<file path="src/rtl/esm_buffer_writer.sv">
// ESM shared buffer, write side.
// Stores each incoming word in the lowest-index free slot. Publishes the
// per-slot occupancy as cand_list. Serves indexed reads, each of which frees
// the slot it reads.
module esm_buffer_writer #(
  parameter int bs = 16,
  parameter int dw = 32
) (
  input  logic                   clk,
  input  logic                   rst,
  input  logic                   in_valid,
  input  logic [dw-1:0]          in_data,
  output logic                   in_ready,
  input  logic                   rd_en,
  input  logic [$clog2(bs)-1:0]  rd_index,
  output logic                   rd_valid,
  output logic [dw-1:0]          rd_data,
  output logic [bs-1:0]          cand_list,
  output logic [$clog2(bs):0]    count,
  output logic                   full,
  output logic                   empty,
  output logic                   rd_err
);

  localparam int IW = $clog2(bs);
  localparam int CW = $clog2(bs) + 1;

  logic [bs-1:0] occ_r;
  logic [dw-1:0] mem_r [bs];
  logic [CW-1:0] count_r;
  logic          rd_valid_r;
  logic          rd_err_r;
  logic [dw-1:0] rd_data_r;

  logic [IW-1:0] wr_slot_s;
  logic          wr_fire_s;
  logic          rd_in_range_s;
  logic [IW-1:0] rd_idx_safe_s;
  logic          rd_legal_s;
  logic          rd_illegal_s;
  logic [bs-1:0] occ_next_s;

  // Lowest-index free slot; scanning downward lets the lowest free index win.
  always_comb begin
    wr_slot_s = {IW{1'b0}};
    for (int i = bs - 1; i >= 0; i--) begin
      if (!occ_r[i]) begin
        wr_slot_s = IW'(i);
      end else begin
        wr_slot_s = wr_slot_s;
      end
    end
  end

  // Handshake and read legality, all from registered state plus current inputs.
  always_comb begin
    full          = (count_r == CW'(bs));
    empty         = (count_r == {CW{1'b0}});
    // Ready is held low while reset is asserted; otherwise it is simply !full.
    in_ready      = !full && !rst;
    wr_fire_s     = in_valid && in_ready;
    rd_in_range_s = (int'(rd_index) < bs);
    // Out-of-range indices are steered to slot 0 so occupancy is never indexed
    // outside the vector; legality still rejects them.
    if (rd_in_range_s) begin
      rd_idx_safe_s = rd_index;
    end else begin
      rd_idx_safe_s = {IW{1'b0}};
    end
    rd_legal_s    = rd_en && rd_in_range_s && occ_r[rd_idx_safe_s];
    rd_illegal_s  = rd_en && !rd_legal_s;
  end

  // Next occupancy: set the write slot, clear the read slot. They never collide.
  always_comb begin
    occ_next_s = occ_r;
    if (wr_fire_s) begin
      occ_next_s[wr_slot_s] = 1'b1;
    end else begin
      occ_next_s = occ_next_s;
    end
    if (rd_legal_s) begin
      occ_next_s[rd_idx_safe_s] = 1'b0;
    end else begin
      occ_next_s = occ_next_s;
    end
  end

  // Occupancy, count and read-side registers; async reset drops all transfers.
  always_ff @(posedge clk or posedge rst) begin
    if (rst) begin
      occ_r      <= {bs{1'b0}};
      count_r    <= {CW{1'b0}};
      rd_valid_r <= 1'b0;
      rd_err_r   <= 1'b0;
      rd_data_r  <= {dw{1'b0}};
    end else begin
      occ_r      <= occ_next_s;
      count_r    <= count_r + CW'(wr_fire_s) - CW'(rd_legal_s);
      rd_valid_r <= rd_legal_s;
      rd_err_r   <= rd_illegal_s;
      if (rd_legal_s) begin
        rd_data_r <= mem_r[rd_idx_safe_s];
      end else begin
        rd_data_r <= rd_data_r;
      end
    end
  end

  // Storage array; contents are meaningful only where occupancy is set.
  always_ff @(posedge clk) begin
    if (wr_fire_s) begin
      mem_r[wr_slot_s] <= in_data;
    end else begin
      mem_r[wr_slot_s] <= mem_r[wr_slot_s];
    end
  end

  assign cand_list = occ_r;
  assign count     = count_r;
  assign rd_valid  = rd_valid_r;
  assign rd_data   = rd_data_r;
  assign rd_err    = rd_err_r;

endmodule

</file>
<file path="config.mk">
export PLATFORM = sky130hd
export DESIGN_NAME = esm_buffer_writer
export DESIGN_NICKNAME = d
export VERILOG_FILES = /design/src/rtl/esm_buffer_writer.sv
export SDC_FILE = /design/constraint.sdc
export NUM_CORES = 1
export LEC_CHECK = 0
export BUFFER_PORTS_ARGS = -buffer_cell sky130_fd_sc_hd__buf_4
export CAP_MARGIN = 25
export CELL_PAD_IN_SITES_DETAIL_PLACEMENT = 2
export CELL_PAD_IN_SITES_GLOBAL_PLACEMENT = 2
export CORE_ASPECT_RATIO = 0.6
export CORE_MARGIN = 4
export CORE_UTILIZATION = 40
export DETAILED_ROUTE_END_ITERATION = 8
export GPL_ROUTABILITY_DRIVEN = 0
export HOLD_SLACK_MARGIN = 0.02
export MAX_ROUTING_LAYER = met4
export PLACE_DENSITY_LB_ADDON = 0.1
export SLEW_MARGIN = 20
export SYNTH_ARGS = -nofsm -noshare
export SYNTH_HDL_FRONTEND = slang
export SYNTH_SLANG_ARGS = --single-unit
</file>
<file path="constraint.sdc">
create_clock -name clk -period 5.38 [get_ports clk]
set_input_delay 0.269 -clock clk [delete_from_list [all_inputs] [get_ports clk]]
set_output_delay 0.269 -clock clk [all_outputs]
set_load 0.05 [all_outputs]
</file>
==> insert_results.sql <==
INSERT INTO impl_metrics (metric_group, metric, value, unit) VALUES
('global_routing', 'antenna_found_initial', '0', ''),
('route', 'detailed_routing_iteration_count_for_the_pre_antenna_repair_pass', '5', ''),
('global_routing', 'grt_max_degree', '56', ''),
('layout', 'post_route_cells_drive_above_1_share', '31.9', '%'),
('route', 'wl_cell', '29.9', 'µm'),
('layout', 'finalCoreUtilization', '47.4', '%'),
('place', 'placed_area', '23600', 'µm²'),
('min_path', 'worst_hold_path_class', 'in2reg', ''),
('critical_path', 'worstSetupStartpointType', 'flip-flop', ''),
('clocking', 'tritoncts_num_sinks', '567', ''),
('synthesis', 'ys_types', '49', ''),
('sta', 'max_freq', '281', 'MHz'),
('synthesis', 'synthesized_instance_count', '1015', ''),
('global_routing', 'grt_pass1_wl', '85.6', 'mm'),
('critical_path', 'timing.rr.end', 'mem_r[0][1]$_DFFE_PP_', ''),
('synthesis', 'mappedNetlistArea', '22000', 'µm²'),
('sta', 'tns', '0', 'ns'),
('synthesis', 'netlist.top_cell.by_area', 'edfxtp_1', ''),
('critical_path', 'timing.critical_path.required', '5.65', 'ns'),
('critical_path', 'endpoint', 'mem_r[0][1]$_DFFE_PP_', ''),
('critical_path', 'crit_fanout', '17', ''),
('route', 'dr.first_iter.drc_count', '1158', ''),
('sta', 'grt_setup_unrepaired', 'false', ''),
('sta', 'worst_slew_pin_tran', '1.00', 'ns'),
('power_and_ir_drop', 'total_leakage_power', '8.69', 'nW'),
('clocking', 'clock_tree.htree_level_count', '2', ''),
('die', 'floorplan_row_count', '66', ''),
('die', 'fp.coreArea', '54300', 'µm²'),
('power_and_ir_drop', 'worst_ir_drop_vdd', '0.318', 'mV'),
('die', 'die_w', '310', 'µm'),
('sta', 'final.hold.worst_slack', '0.154', 'ns'),
('layout', 'post_layout_net_count', '1226', ''),
('critical_path', 'startpoint', 'cand_list[11]$_DFF_PP0_', ''),
('critical_path', 'critical_path_class', 'reg2reg', ''),
('synthesis', 'synth_sequential_area_ratio', '76.3', '%'),
('synthesis', 'yosys_warnings', '0', ''),
('layout', 'nFillCells', '4791', ''),
('clocking', 'tritoncts', 'done', ''),
('clocking', 'clock_tree.buffer_depth', '3', ''),
('route', 'drt_wl_total', '57.9', 'mm'),
('power_and_ir_drop', 'report.power.total', '11.3', 'mW'),
('synthesis', 'yosys_reg_bits', '567', ''),
('critical_path', 'reg2reg_depth', '7', ''),
('die', 'die_y', '189', 'µm'),
('synthesis', 'synth_ff_type', 'edfxtp_1', ''),
('sta', 'min_period_over_period', '66.2', '%'),
('synthesis', 'synth_edf_count', '512', ''),
('sta', 'finalClockSkew', '0.0222', 'ns'),
('die', 'starting_density_of_the_core', '40.5', '%'),
('sta', 'setup-violations-final', '0', ''),
('route', 'num_vias', '10797', ''),
('clocking', 'root_buffer', 'clkbuf_16', ''),
('synthesis', 'mapped_nets', '1062', ''),
('clocking', 'cts.clk_slew.worst_paths', '0.07', 'ns'),
('min_path', 'hold_start', 'rd_index[2]', ''),
('layout', 'antenna_cells_inserted', '0', ''),
('sta', 'finalMaxSlewViolations', '0', ''),
('critical_path', 'timing.critical_path.to_type', 'flip-flop', ''),
('synthesis', 'synth_largest_type_area_fraction', '70.0', '%'),
('sta', 'timing.max_slew.rel_slack', '33.0', '%'),
('global_routing', 'globalRouteTotalUtil', '20.7', '%'),
('global_routing', 'grt_remaining_overflow', '0', ''),
('route', 'via_per_inst', '5.57', ''),
('status', 'status', 'finished, final reports clean', ''),
('global_routing', 'first_global_vias', '11905', ''),
('synthesis', 'synth.area.top_cells', 'edfxtp_1, mux4_2, dfrtp_1', ''),
('layout', 'stdcell_area', '25700', 'µm²'),
('min_path', 'min_path_cells', '3', ''),
('route', 'post-route-drc-count', '0', ''),
('die', 'overall_die_area', '58800', 'µm²'),
('clocking', 'cts_repair_resize_count', '0', '');
[metrics by stage]
| step | worst slack, ns | cells |
|---|---|---|
| 3_5_place_dp | 1.82 | 1803 |
| 5_1_grt | 1.62 | 1939 |
| 6_report | 1.82 | 1939 |
| 3_3_place_gp | 1.94 | 1802 |
| 4_1_cts | 1.78 | 1939 |
| 2_1_floorplan | 0.938 | 1015 |
[power breakdown]
part           total, mW  switching, mW  internal (mW)
logic               2.07           1.35          0.720
clock network       3.85           1.67           2.18
registers           5.37          0.215           5.15
total               11.3           3.23           8.05
[how the worst min path moves through the flow]
stage / slack (ns) / end
5_1_grt: 0.15 / rd_err$_DFF_PP0_
3_5_place_dp: 0.49 / rd_data[15]$_DFFE_PP0P_
4_1_cts: 0.13 / rd_err$_DFF_PP0_
2_1_floorplan: 0.37 / mem_r[0][0]$_DFFE_PP_
3_3_place_gp: 0.48 / rd_data[16]$_DFFE_PP0P_
6_report: 0.15 / rd_err$_DFF_PP0_
[sequential cells by signal (all words and copies together) (netlist names)]
signal / count
cand_list: 16
count: 5
rd_valid: 1
rd_err: 1
rd_data: 32
mem_r: 512
[final cells by class]
cell class / instances / area (µm²) / share of cell area, %
sequential: 567 / 16800 / 65.1
timing repair buffer: 161 / 1340 / 5.19
tap: 714 / 893 / 3.47
clock buffer: 72 / 1480 / 5.75
clock inverter: 30 / 293 / 1.14
multi-input combinational: 378 / 4920 / 19.1
inverter: 17 / 65.1 / 0.253
[worst max-delay path, stage by stage (launching register included)]
cell,delay [ns]
dfrtp_1,0.47
nand2_1,0.10
a31o_1,0.20
a31oi_1,0.23
o21a_1,0.52
nand2_1,0.41
nor2_4,0.80
buf_4,0.47
[layer usage]
layer  global-route usage (%)  vias to the layer above  share of wire (%)
met1                     30.6                     5944                 48
met5                        -                        -                  0
met3                     2.78                       60                3.6
met4                     3.59                        0                1.4
li1                         -                     4560                  -
met2                     31.5                      233                 48
[cells in the mapped netlist, types with 2 or more instances]
cell / instances
inv_1: 16
mux2i_1: 2
o21ai_1: 8
o22ai_1: 2
a31oi_1: 3
o21ai_0: 4
o21a_1: 3
nor3_1: 12
a22oi_1: 64
nand3_1: 5
o32a_1: 7
mux4_2: 130
buf_12: 3
o22a_1: 2
mux2_1: 2
buf_6: 8
dfrtp_1: 55
mux2_4: 30
o221ai_1: 2
nor2b_1: 4
xnor2_1: 3
nand4_1: 5
nor2_1: 15
edfxtp_1: 512
buf_2: 19
nand2b_1: 3
a21oi_1: 3
nand2_1: 47
ha_1: 6
clkbuf_1: 21
[cell usage in the layout, fill, tap and decap left out, types with 3 or more instances in the layout]
cell type / count
edfxtp_1: 512
mux4_2: 130
buf_4: 123
a22oi_1: 64
dfrtp_1: 55
clkbuf_16: 55
nand2_1: 47
dlygate4sd3_1: 34
mux2_4: 30
inv_1: 15
clkbuf_1: 13
clkinv_1: 11
nor3_2: 9
clkinv_2: 9
nor2_1: 8
o21ai_1: 8
nor2_4: 7
o32a_1: 7
ha_1: 6
nand4_1: 5
nand3_1: 5
bufinv_16: 5
clkbuf_8: 5
o21ai_0: 4
a31oi_1: 3
xnor2_1: 3
a21oi_1: 3
nand2b_1: 3
o21a_1: 3
[kinds of logic after synthesis]
| group | Yosys count | synth area share [%] |
|---|---|---|
| compound gates | 103 | 3.46 |
| xor+xnor | 4 | 0.160 |
| fa+ha+maj | 7 | 0.433 |
| buf+inv | 70 | 1.85 |
| flops | 567 | 76.3 |
| mux | 166 | 15.8 |
| simple gates | 98 | 2.05 |
[what timing repair did]
item,in CTS,in global routing
endpoints found under the hold margin,551,0
setup endpoints to repair,0,0
hold buffers,34,0
No activity file was read; power rests on OpenSTA's default activity.
